**src/rtl/ss_op_sequencer.sv**
```systemverilog
// Shadow-stack operation sequencer: owns SSP, issues push/pop accesses to the LSU port and
// commits the SSP update only once the memory response has returned.
module ss_op_sequencer #(
    parameter int unsigned XLEN  = 64,
    parameter int unsigned BYTES = XLEN / 8
) (
    input  logic            clk_i,
    input  logic            rst_ni,
    input  logic            req_valid_i,
    output logic            req_ready_o,
    input  logic [2:0]      req_op_i,
    input  logic [XLEN-1:0] req_data_i,
    input  logic            flush_i,
    input  logic            csr_we_i,
    input  logic [XLEN-1:0] csr_wdata_i,
    output logic [XLEN-1:0] ssp_o,
    output logic            mem_req_o,
    output logic            mem_we_o,
    output logic [XLEN-1:0] mem_addr_o,
    output logic [XLEN-1:0] mem_wdata_o,
    input  logic            mem_gnt_i,
    input  logic            mem_rvalid_i,
    input  logic [XLEN-1:0] mem_rdata_i,
    output logic            resp_valid_o,
    output logic [XLEN-1:0] resp_data_o,
    output logic            resp_fault_o
);

    localparam logic [2:0] ST_IDLE  = 3'd0;
    localparam logic [2:0] ST_MEM   = 3'd1;
    localparam logic [2:0] ST_WAIT  = 3'd2;
    localparam logic [2:0] ST_DRAIN = 3'd3;
    localparam logic [2:0] ST_RESP  = 3'd4;

    localparam logic [2:0] OP_PUSH   = 3'd0;
    localparam logic [2:0] OP_POP    = 3'd1;
    localparam logic [2:0] OP_POPCHK = 3'd2;
    localparam logic [2:0] OP_RR     = 3'd3;

    localparam logic [XLEN-1:0] STEP       = XLEN'(BYTES);
    localparam logic [XLEN-1:0] ALIGN_MASK = ~XLEN'(BYTES - 1);

    logic [2:0]      r_state, w_state_d;
    logic [2:0]      r_op, w_op_d;
    logic [XLEN-1:0] r_data, w_data_d;
    logic [XLEN-1:0] r_ssp, w_ssp_d;
    logic [XLEN-1:0] r_addr, w_addr_d;
    logic            r_we, w_we_d;
    logic [XLEN-1:0] r_resp_data, w_resp_data_d;
    logic            r_fault, w_fault_d;

    always_comb begin
        w_state_d     = r_state;
        w_op_d        = r_op;
        w_data_d      = r_data;
        w_ssp_d       = r_ssp;
        w_addr_d      = r_addr;
        w_we_d        = r_we;
        w_resp_data_d = r_resp_data;
        w_fault_d     = r_fault;

        case (r_state)
            ST_IDLE: begin
                if (req_valid_i && !flush_i) begin
                    w_op_d    = req_op_i;
                    w_data_d  = req_data_i;
                    w_fault_d = 1'b0;
                    case (req_op_i)
                        OP_PUSH: begin
                            w_addr_d  = r_ssp - STEP;
                            w_we_d    = 1'b1;
                            w_state_d = ST_MEM;
                        end
                        OP_POP, OP_POPCHK: begin
                            w_addr_d  = r_ssp;
                            w_we_d    = 1'b0;
                            w_state_d = ST_MEM;
                        end
                        OP_RR: begin
                            w_resp_data_d = r_ssp;
                            w_state_d     = ST_RESP;
                        end
                        default: begin
                            w_fault_d = 1'b1;
                            w_state_d = ST_RESP;
                        end
                    endcase
                end
            end
            ST_MEM: begin
                // A granted access must still have its response drained after a flush.
                if (mem_gnt_i) begin
                    w_state_d = flush_i ? ST_DRAIN : ST_WAIT;
                end else if (flush_i) begin
                    w_state_d = ST_IDLE;
                end
            end
            ST_WAIT: begin
                if (mem_rvalid_i) begin
                    if (flush_i) begin
                        w_state_d = ST_IDLE;
                    end else begin
                        w_state_d = ST_RESP;
                        case (r_op)
                            OP_PUSH: w_ssp_d = r_ssp - STEP;
                            OP_POP: begin
                                w_ssp_d       = r_ssp + STEP;
                                w_resp_data_d = mem_rdata_i;
                            end
                            default: begin
                                w_resp_data_d = mem_rdata_i;
                                if (mem_rdata_i == r_data) begin
                                    w_ssp_d = r_ssp + STEP;
                                end else begin
                                    w_fault_d = 1'b1;
                                end
                            end
                        endcase
                    end
                end else if (flush_i) begin
                    w_state_d = ST_DRAIN;
                end
            end
            ST_DRAIN: begin
                if (mem_rvalid_i) begin
                    w_state_d = ST_IDLE;
                end
            end
            ST_RESP: w_state_d = ST_IDLE;
            default: w_state_d = ST_IDLE;
        endcase

        // Software write overrides a same-edge commit.
        if (csr_we_i) begin
            w_ssp_d = csr_wdata_i & ALIGN_MASK;
        end
    end

    always_ff @(posedge clk_i or negedge rst_ni) begin
        if (!rst_ni) begin
            r_state     <= ST_IDLE;
            r_op        <= 3'd0;
            r_data      <= '0;
            r_ssp       <= '0;
            r_addr      <= '0;
            r_we        <= 1'b0;
            r_resp_data <= '0;
            r_fault     <= 1'b0;
        end else begin
            r_state     <= w_state_d;
            r_op        <= w_op_d;
            r_data      <= w_data_d;
            r_ssp       <= w_ssp_d;
            r_addr      <= w_addr_d;
            r_we        <= w_we_d;
            r_resp_data <= w_resp_data_d;
            r_fault     <= w_fault_d;
        end
    end

    assign req_ready_o  = (r_state == ST_IDLE) && !flush_i;
    assign ssp_o        = r_ssp;
    assign mem_req_o    = (r_state == ST_MEM);
    assign mem_we_o     = r_we;
    assign mem_addr_o   = r_addr;
    assign mem_wdata_o  = r_data;
    assign resp_valid_o = (r_state == ST_RESP) && !flush_i;
    assign resp_data_o  = r_resp_data;
    assign resp_fault_o = resp_valid_o && r_fault;

endmodule

```
**config.mk**
```make
export PLATFORM = sky130hd
export DESIGN_NAME = ss_op_sequencer
export DESIGN_NICKNAME = d
export VERILOG_FILES = /design/src/rtl/ss_op_sequencer.sv
export SDC_FILE = /design/constraint.sdc
export NUM_CORES = 1
export LEC_CHECK = 0
export BUFFER_PORTS_ARGS = -buffer_cell sky130_fd_sc_hd__buf_2
export CAP_MARGIN = 0
export CORE_MARGIN = 4
export CORE_UTILIZATION = 47
export CTS_CLUSTER_DIAMETER = 150
export DETAILED_ROUTE_END_ITERATION = 12
export PLACE_DENSITY_LB_ADDON = 0.05
export SYNTH_ARGS = -nofsm -noshare
export SYNTH_HDL_FRONTEND = slang
export SYNTH_SLANG_ARGS = --single-unit
```
**constraint.sdc**
```tcl
create_clock -name clk_i -period 2.71 [get_ports clk_i]
set_input_delay 0.4065 -clock clk_i [delete_from_list [all_inputs] [get_ports clk_i]]
set_output_delay 0.4065 -clock clk_i [all_outputs]
set_load 0.005 [all_outputs]
```
# ---- Word-level counts from Yosys, hierarchy flattened
# Index checks and enable logic that the tools add are counted.
dict set report word_totals {
  register_bits 264
  inputBits 202
  output_inout_bits 261
}
dict set report classes {
  n_addsub 2
  eq_ne 20
  n_mux 31
  reduce_logical 23
}
# operator n
set op_table {}
lappend op_table {{2-to-1 mux 64 bit} 10}
lappend op_table {{one-hot mux 64 bit (2 select lines)} 3}
lappend op_table {{adder 64 x 4 -> 64 bit, second input constant} 1}
lappend op_table {{equality test 64 bit} 1}
lappend op_table {{subtractor 64 x 4 -> 64 bit, second input constant} 1}
lappend op_table {{2-to-1 mux 3 bit} 8}
lappend op_table {{!= test 2 bit, second input constant} 7}
lappend op_table {{equality test 3 x 2 -> 1 bit, second input constant} 4}
lappend op_table {{one-hot mux 3 bit (4 select lines)} 1}
lappend op_table {{AND reduction 6 bit} 2}
lappend op_table {{equality test 3 x 1 -> 1 bit, second input constant} 3}
lappend op_table {{zero test 3 bit} 3}
lappend op_table {{AND reduction 4 bit} 2}
lappend op_table {{nonzero test 2 bit} 4}
lappend op_table {{2-to-1 mux 1 bit} 7}
lappend op_table {{logical AND 1 bit} 4}
lappend op_table {{!= test 2 x 1 -> 1 bit, second input constant} 2}
lappend op_table {{one-hot mux 1 bit (2 select lines)} 2}
lappend op_table {{nonzero test 4 bit} 1}
lappend op_table {{OR reduction 2 bit} 2}
lappend op_table {{OR reduction 4 bit} 1}
lappend op_table {{equality test 3 bit, second input constant} 1}
lappend op_table {{!= test 3 x 2 -> 1 bit, second input constant} 1}
lappend op_table {{!= test 3 bit, second input constant} 1}
lappend op_table {{other kinds (4)} 4}

# ---- Depth between registers and ports, before layout
# Gate-level depths: netlist of run 1.
dict set report depth {
  word_depth 7
  mapped_depth 11
  depth_no_buf 9
}

# ---- Worst setup path before layout of run 1
# No wires, ideal clock.
dict set report synth_path {
  kind {reg2reg}
  startpoint {register r_ssp[20] (netlist: ssp_o[20])}
  endpoint {register r_ssp[50] (netlist: ssp_o[50])}
  setup_time_ps 124
  arrival_time_ps 2848
  required_time_ps 2586
  slack_ps -262
  stages_incl_launch_ff 10
  synth_period_minus_slack_ps 2972
  path_cell_list {dfrtp_1 buf_6 or4_4 or3_1 buf_2 or4_4 nor3_2 nand2_1 a32o_1 a211o_1}
}
dict set report synth_between {
  elab_chain_cells 7
  elab_cells_between_ends 8
  classes_between {2 x add/sub; 6 x mux}
}
# item line
set synth_rtl {}
lappend synth_rtl {{start, declared} 46} ;# logic [XLEN-1:0] r_ssp, w_ssp_d;
lappend synth_rtl {{start signal, assigned} 153} ;# r_ssp <= w_ssp_d;
lappend synth_rtl {{adder 64 x 4 -> 64 bit} {107, 113}}
lappend synth_rtl {{2-to-1 mux 64 bit} 112} ;# if (mem_rdata_i == r_data) begin
lappend synth_rtl {{one-hot mux 64 bit (2 select lines) (*)} 104} ;# case (r_op)
lappend synth_rtl {{2-to-1 mux 64 bit (*)} 100} ;# if (flush_i) begin
lappend synth_rtl {{2-to-1 mux 64 bit (*)} 99} ;# if (mem_rvalid_i) begin
lappend synth_rtl {{2-to-1 mux 64 bit (*)} 62} ;# case (r_state)
lappend synth_rtl {{2-to-1 mux 64 bit (*)} 134} ;# if (csr_we_i) begin
# Mark *: on every way between the ends. The rest lies on a longest branch, timed or not. The select of a mux whose other input is x is not followed.
# A chain may end at the register's enable or synchronous reset.

# ---- Worst setup path after layout of run 1
# Ends and elaborated chain as after synthesis.

==> summary.md, run 1 <==
| Metric | Value |
|---|---|
| Slowest-stage cell, CP | or4_4 |
| Area grow syn2layout | 36.3% |
| Worst reg-to-reg path cell count | 7 |
| DRT met1 WL | 23.3 mm |
| CTS tree | yes |
| Synth cell types | 65 |
| Cell taking the most area after synthesis | dfrtp_1 |
| FP Rows | 64 |
| Reg-to-reg endpoint | ssp_o[50] |
| Clock slew at reported path FFs | 0.07 ns |
| Worst setup SP type | flip-flop |
| Flop2flop setup slack | -0.05 ns |
| Final Cycle Share | 102% |
| Top_reg_cell synth | dfrtp_1 |
| Crit path time final | 2.76 ns |
| MaxCap Viol Count | 0 |
| Hold Crit Class | input port to flip-flop |
| Max FO, Critical Path | 4 |
| GRT overflow | 0 |
| Root Buffer | clkbuf_16 |
| Final worst slack | -0.0522 ns |
| Top Ports | 463 |
| Critical path's largest stage delay | 0.57 ns |
| Asr flop ratio synth | 100% |
| Syn Std Cell Area | 14800 sq um |
| WL met2 | 29.4 mm |
| Number of fillers in the final layout | 2691 |
| YS warnings | 0 |
| Final Hold Fails | 0 |
| Most used cell, CP | or4_4 |
| Initial antenna violation count | 3 |
| Final TNS setup | -0.116 ns |
| Drt total wl | 61.0 mm |
| Largest net degree at the start of global routing | 86 |
| TritonCTS Buffers | 29 |
| Static leakage | 9.18 nW |
| DP Area | 18700 sq um |
| Gr usage total | 33.2% |
| Avg Inst Size Synth | 9.03 sq um |
| Normalized max-slew margin | 55.5% |
| Clk Latency, worst-skew pair | 0.56 ns |
| Sequential standard cell area | 6460 sq um |
| First-pass GRT wire length | 87.7 mm |
| Met3 wire len | 5.73 mm |
| Arrival time worst endpoint | 3.22 ns |
| WP buf/inv | 0 |
| Clk sinks | 258 |
| Clock network power share | 23.1% |
| Final number of max-transition violations | 0 |
| HP Start | csr_wdata_i[48] |
| Hpwl dp | 45.9 mm |
| Failing checks | negative setup slack |
| Die X | 185 microns |
| Post-layout net count | 2382 |
| Initial drt markers | 1555 |
| Total Die Area | 34400 sq um |
| Drc violations | 0 |
| Synth top area share | 43.6% |
| Multi-input gate area | 8200 sq um |
| Comb pwr share | 38.3% |
| Slew @ Worst Pin | 0.668 ns |
| Status | finished, violations left |
| Synth Instances | 1638 |
| Switching power | 6.31 mW |
| Hold Crit Depth | 2 |
| Unrepaired setup endpoints after global routing | yes |
| WP data required | 3.16 ns |
| Vias per cell | 6.01 |
| Starting Density | 48.0% |
| Final instance area | 20200 sq um |
| Vias in the first global route | 14763 |
| Sequential Power Share | 38.5% |
| Sw Ratio | 37.4% |
| Core ar. | 30800 sq um |
| Antenna Nets Post-Route | 0 |
| Synth area leaders | dfrtp_1 44%, mux2_2 5.3%, o21ai_0 4.9%, nand2_1 4.8%, xor2_1 4.3% |
| RR Startpoint | ssp_o[20] |
| Placer Congestion | 0.972 |
| Port bufs | 453 |
| #FFs+latches synth | 258 |
| DR WL/cell | 23.5 microns |
| Fmax | 362 MHz |
| Peak VDD IR | 0.571 mV |
| Max Used Layer | met5 |
| Routed vias | 15604 |
| CP cell instances | or4_4 -> or3_4 -> or4_4 -> nor3_4 -> nand2_1 -> a32o_1 -> a211o_1 |
| Die Ht | 185 microns |
| Share of layout cells above drive strength 1 | 38.8% |
| Seq/Total Area, Yosys | 43.6% |
| Htree depth | 1 |
| Drt pass-1 iters | 6 |
| Hold Path End | ssp_o[48] |
| Kind of critical path | flip-flop to flip-flop |
| Clk buf depth | 3 |
| Post-synth EDFFs | 0 |
| P_int | 10.5 mW |
| CP endpoint kind | flip-flop |
| Top delay family on crit path | simple AND/OR/NAND/NOR gates |
| Pre-CTS WS | -0.323 ns |
| Final setup fails | 4 |
| Power density cells | 836 nW/um^2 |
| N_diodes | 0 |
| Clk_skew | 0.0249 ns |
-- synth_stat cells, drive strengths merged (4+ instances only) --
master and number:
nand2b 6, or4 24, and4 10, a41oi 4, buf 20, nor4 63
or2 11, o31a 8, or3 39, clkbuf 125, o21ai 146, a21oi 56
a311oi 10, a32oi 4, nand3 51, nand4 25, xnor2 25, dfrtp 258
mux2i 59, and3 16, mux2 70, a211o 12, a2111oi 4, nand2 190
a22oi 22, and2 10, o211ai 13, a31oi 41, a32o 4, nor2 97
nor3 49, inv 16, xor2 73, nor2b 24, a21o 11, o31ai 8
-- worst max-delay path by stage --
stage,from,endpoint,cells past startpoint
finish,ssp_o[20],ssp_o[50],7
global route,ssp_o[7],ssp_o[50],7
CTS,ssp_o[19],ssp_o[50],7
detailed placement,mem_rdata_i[40],ssp_o[18],12
global placement,mem_rdata_i[40],ssp_o[14],11
floorplan,ssp_o[19],ssp_o[28],8
-- final cells by class --
cell class	count	area share, %
clock buffer	40	4.05
sequential	258	32.0
timing repair buffer	649	20.0
multi-input combinational	1223	40.6
tap	396	2.46
clock inverter	13	0.515
inverter	17	0.316
-- per-layer routing --
| layer | up-vias | GRT usage, % |
|---|---|---|
| met5 | - | 0 |
| met4 | 6 | 11.3 |
| met3 | 166 | 6.68 |
| met2 | 909 | 55.4 |
| met1 | 7494 | 43.2 |
| li1 | 7029 | - |
-- power groups by stage --
stage | registers [mW] | logic (mW) | clock network (mW)
2_1_floorplan | 6.55 | 2.83 | 0
3_3_place_gp | 6.47 | 6.21 | 0
3_5_place_dp | 6.53 | 6.33 | 0
4_1_cts | 6.48 | 6.39 | 3.93
5_1_grt | 6.69 | 7.02 | 4.09
6_report | 6.50 | 6.47 | 3.90
-- registers in the layout, indices dropped and copies added, names as in the netlist --
register     flops
r_fault          1
resp_data_o     64
mem_wdata_o     64
ssp_o           61
r_op             3
r_state          3
mem_addr_o      61
mem_we_o         1
-- placed cells by master (no fill, tap or decap), drive strengths merged, types with 39 or more instances in the layout --
cell    synthesis  final
a31oi          41     41
a21oi          56     56
o21ai         146    146
nor2           97     97
nor4           63     63
clkbuf        125     42
or3            39     39
nor3           49     49
mux2i          59     59
nand2         190    190
mux2           70     70
nand3          51     51
xor2           73     73
buf            20    646
dfrtp         258    258
-- stage by stage --
stage	util (%)	hold slack, ns	power (mW)	instances
2_1_floorplan	-	0.111	9.39	1643
3_3_place_gp	60.5	0.445	12.7	2529
3_5_place_dp	60.5	0.445	12.9	2529
4_1_cts	63.7	0.0568	16.8	2583
5_1_grt	65.4	0.0661	17.8	2596
6_report	65.4	0.0699	16.9	2596
-- kinds of logic (layout without fill, tap and decap cells) --
family                   after synthesis  after routing  synth area share, %
AND/OR/NAND/NOR                      624            624                 21.4
AO/OA/AOI/OAI                        364            364                 15.3
flip-flops                           258            258                 43.6
buffers and inverters                162            719                 4.35
multiplexers                         129            129                 9.32
XOR/XNOR                              98             98                 5.80
adder cells (fa/ha/maj)                2              2                0.169
other                                  1              6               0.0253
-- what timing repair did --
action	CTS	global route
setup buffers	0	10
hold buffers	1	0
endpoints found under the setup margin	60	70
hold endpoints to repair	70	0
pin swaps	1	26
cloned	0	3
resized for setup	11	73
Power figures use the tool's default switching activity.
==> run 2: changes to the inputs <==
--- a/config.mk
+++ b/config.mk
@@ -12,6 +12,8 @@
 export CTS_CLUSTER_DIAMETER = 150
 export DETAILED_ROUTE_END_ITERATION = 12
 export PLACE_DENSITY_LB_ADDON = 0.05
+export REMOVE_ABC_BUFFERS = 1
+export SLEW_MARGIN = 20
 export SYNTH_ARGS = -nofsm -noshare
 export SYNTH_HDL_FRONTEND = slang
 export SYNTH_SLANG_ARGS = --single-unit
==> summary.md, run 2 (synthesis gave the netlist of run 1 again) <==
| Metric | Value |
|---|---|
| Final Cycle Share | 104% (+2.4 points) |
| Drc violations | 0 (unchanged) |
| Initial antenna violation count | 6 (+3) |
| Largest net degree at the start of global routing | 107 (+24%) |
| Port bufs | 453 (unchanged) |
| Power density cells | 829 nW/um^2 (-0.83%) |
| Post-layout net count | 2406 (+1.0%) |
| Starting Density | 48.0% (unchanged) |
| Peak VDD IR | 0.721 mV (+26%) |
| Die Ht | 185 microns (unchanged) |
| Kind of critical path | flip-flop to flip-flop |
| Number of fillers in the final layout | 2660 (-1.2%) |
| Hpwl dp | 44.7 mm (-2.7%) |
| RR Startpoint | ssp_o[8] |
| WP data required | 3.16 ns (about the same) |
| Static leakage | 9.34 nW (+1.7%) |
| Initial drt markers | 1440 (-7.4%) |
| Slew @ Worst Pin | 1.11 ns (+0.439 ns) |
| Final worst slack | -0.116 ns (-0.0641 ns) |
| First-pass GRT wire length | 87.7 mm (about the same) |
| Final Hold Fails | 0 (unchanged) |
| Worst reg-to-reg path cell count | 7 (unchanged) |
| CP Capture Point | ssp_o[50] |
| Total Die Area | 34400 sq um (unchanged) |
| Pre-CTS WS | -0.455 ns (-0.132 ns) |
| Placer Congestion | 0.952 (-2.0%) |
| Most common cell after layout, fill and taps aside | buf_2 |
| Clk buf depth | 3 (unchanged) |
| Routed vias | 15675 (+0.46%) |
| Unrepaired setup endpoints after global routing | yes |
| Die X | 185 microns (unchanged) |
| Total power draw | 17.0 mW (+0.64%) |
| Clk Latency, worst-skew pair | 0.57 ns (about the same) |
| Clk_skew | 0.0128 ns (-0.0122 ns) |
| Vias per cell | 5.98 (-0.54%) |
| Final setup fails | 13 (+9) |
| Max FO, Critical Path | 5 (+1) |
| FP Rows | 64 (unchanged) |
| Worst hold margin | 0.0656 ns (-0.00432 ns) |
| Normalized max-slew margin | 26.2% (-29 points) |
| Gr usage total | 32.8% (-0.40 points) |
| MaxCap Viol Count | 0 (unchanged) |
| Crit path time final | 2.83 ns (+0.0641 ns) |
| DR WL/cell | 23.4 microns (-0.19%) |
| Worst setup SP type | flip-flop |
| CP endpoint kind | flip-flop |
| GRT overflow | 0 (unchanged) |
| Reg-to-reg endpoint | ssp_o[50] |
| Clock slew at reported path FFs | 0.06 ns (about the same) |
| TritonCTS Buffers | 30 (+3.4%) |
| Most frequent cells in the layout | 452 x buf_2, 258 x dfrtp_1, 186 x nand2_1 |
| CTS tree | yes |
| Fmax | 354 MHz (-2.3%) |
| Drt pass-1 iters | 8 (+2) |
| Final number of max-transition violations | 0 (unchanged) |
| Flop2flop setup slack | -0.12 ns (-0.06 ns) |
| Failing checks | negative setup slack |
| Root Buffer | clkbuf_16 |
| Top Ports | 463 (unchanged) |
| Share of layout cells above drive strength 1 | 39.5% (+0.68 points) |
| Hold Crit Class | input port to flip-flop |
| Htree depth | 1 (unchanged) |
| Core ar. | 30800 sq um (unchanged) |
| Vias in the first global route | 15054 (+2.0%) |
| Drt total wl | 61.5 mm (+0.81%) |
| Status | finished, violations left |
| Antenna Nets Post-Route | 0 (unchanged) |
| Arrival time worst endpoint | 3.28 ns (+0.06 ns) |
| Crit path from | ssp_o[8] |
| Area grow syn2layout | 38.3% |
| Clk sinks | 258 (unchanged) |
[run 2: changes by cell type in the layout (fill, tap and decap cells not counted), sizes merged]
cell,delta
clkinvlp,-3
clkbuf,+14
buf,+19
clkinv,-6
diode,+3
bufinv,-1
[run 2: worst max-delay path, cell delays in order, from the launching register on]
cell and delay, ns:
dfrtp_1 0.38, or4_4 0.60, or3_4 0.36, or4_4 0.59
nor3_4 0.19, nand2_2 0.11, a32o_1 0.26, a211o_1 0.22
[run 2: what timing repair did]
action,4_1_cts,5_1_grt
buffers inserted,2,15
setup endpoints to repair,65,61
pin swaps,11,27
hold buffers,1,0
cloned,0,9
gates resized for setup,26,81
endpoints found under the hold margin,39,0
[run 2: through the flow]
| step | util [%] | cells | area, sq um | TNS, ns |
|---|---|---|---|---|
| 2_1_floorplan | - | 1498 | 14200 | -434.81 |
| 3_3_place_gp | 60.6 | 2539 | 18700 | -19.85 |
| 3_5_place_dp | 60.6 | 2539 | 18700 | -21.44 |
| 4_1_cts | 64.2 | 2595 | 19800 | -0.0751 |
| 5_1_grt | 66.4 | 2620 | 20500 | -3.52 |
| 6_report | 66.4 | 2622 | 20500 | -0.455 |
[run 2: worst min-delay path by stage]
stage                     slack, ns         endpoint      startpoint  depth (start not counted)
after floorplan                0.11   mem_addr_o[10]          rst_ni                          0
after global placement         0.34   mem_addr_o[44]          rst_ni                          1
after detailed placement       0.34        ssp_o[37]          rst_ni                          1
after CTS                      0.05   mem_wdata_o[3]   req_data_i[3]                          2
after global routing           0.05  mem_wdata_o[14]  req_data_i[14]                          2
final                          0.07  mem_wdata_o[14]  req_data_i[14]                          2
[run 2: metal layers]
metal	vias up	wire, microns	global-route usage [%]
met3	154	5020	6.38
met1	7619	24500	42.6
met5	-	64	0
met4	10	2470	11.5
met2	810	29500	54.8
li1	7082	-	-
[run 2: power by group]
part           internal [mW]  total (mW)  switching (mW)
sequential              5.40        6.48            1.08
combinational           2.95        6.50            3.54
clock                   2.33        3.99            1.66
[run 2: final cells by class]
class | instances | area [sq um] | share of cell area, %
multi-input cells | 1223 | 8190 | 40.0
flip-flops and latches | 258 | 6460 | 31.5
repair buffers | 672 | 4290 | 21.0
clock buffers | 50 | 936 | 4.57
well taps | 396 | 495 | 2.42
inverters | 17 | 63.8 | 0.312
clock inverters | 3 | 28.8 | 0.141
diodes | 3 | 7.51 | 0.0367
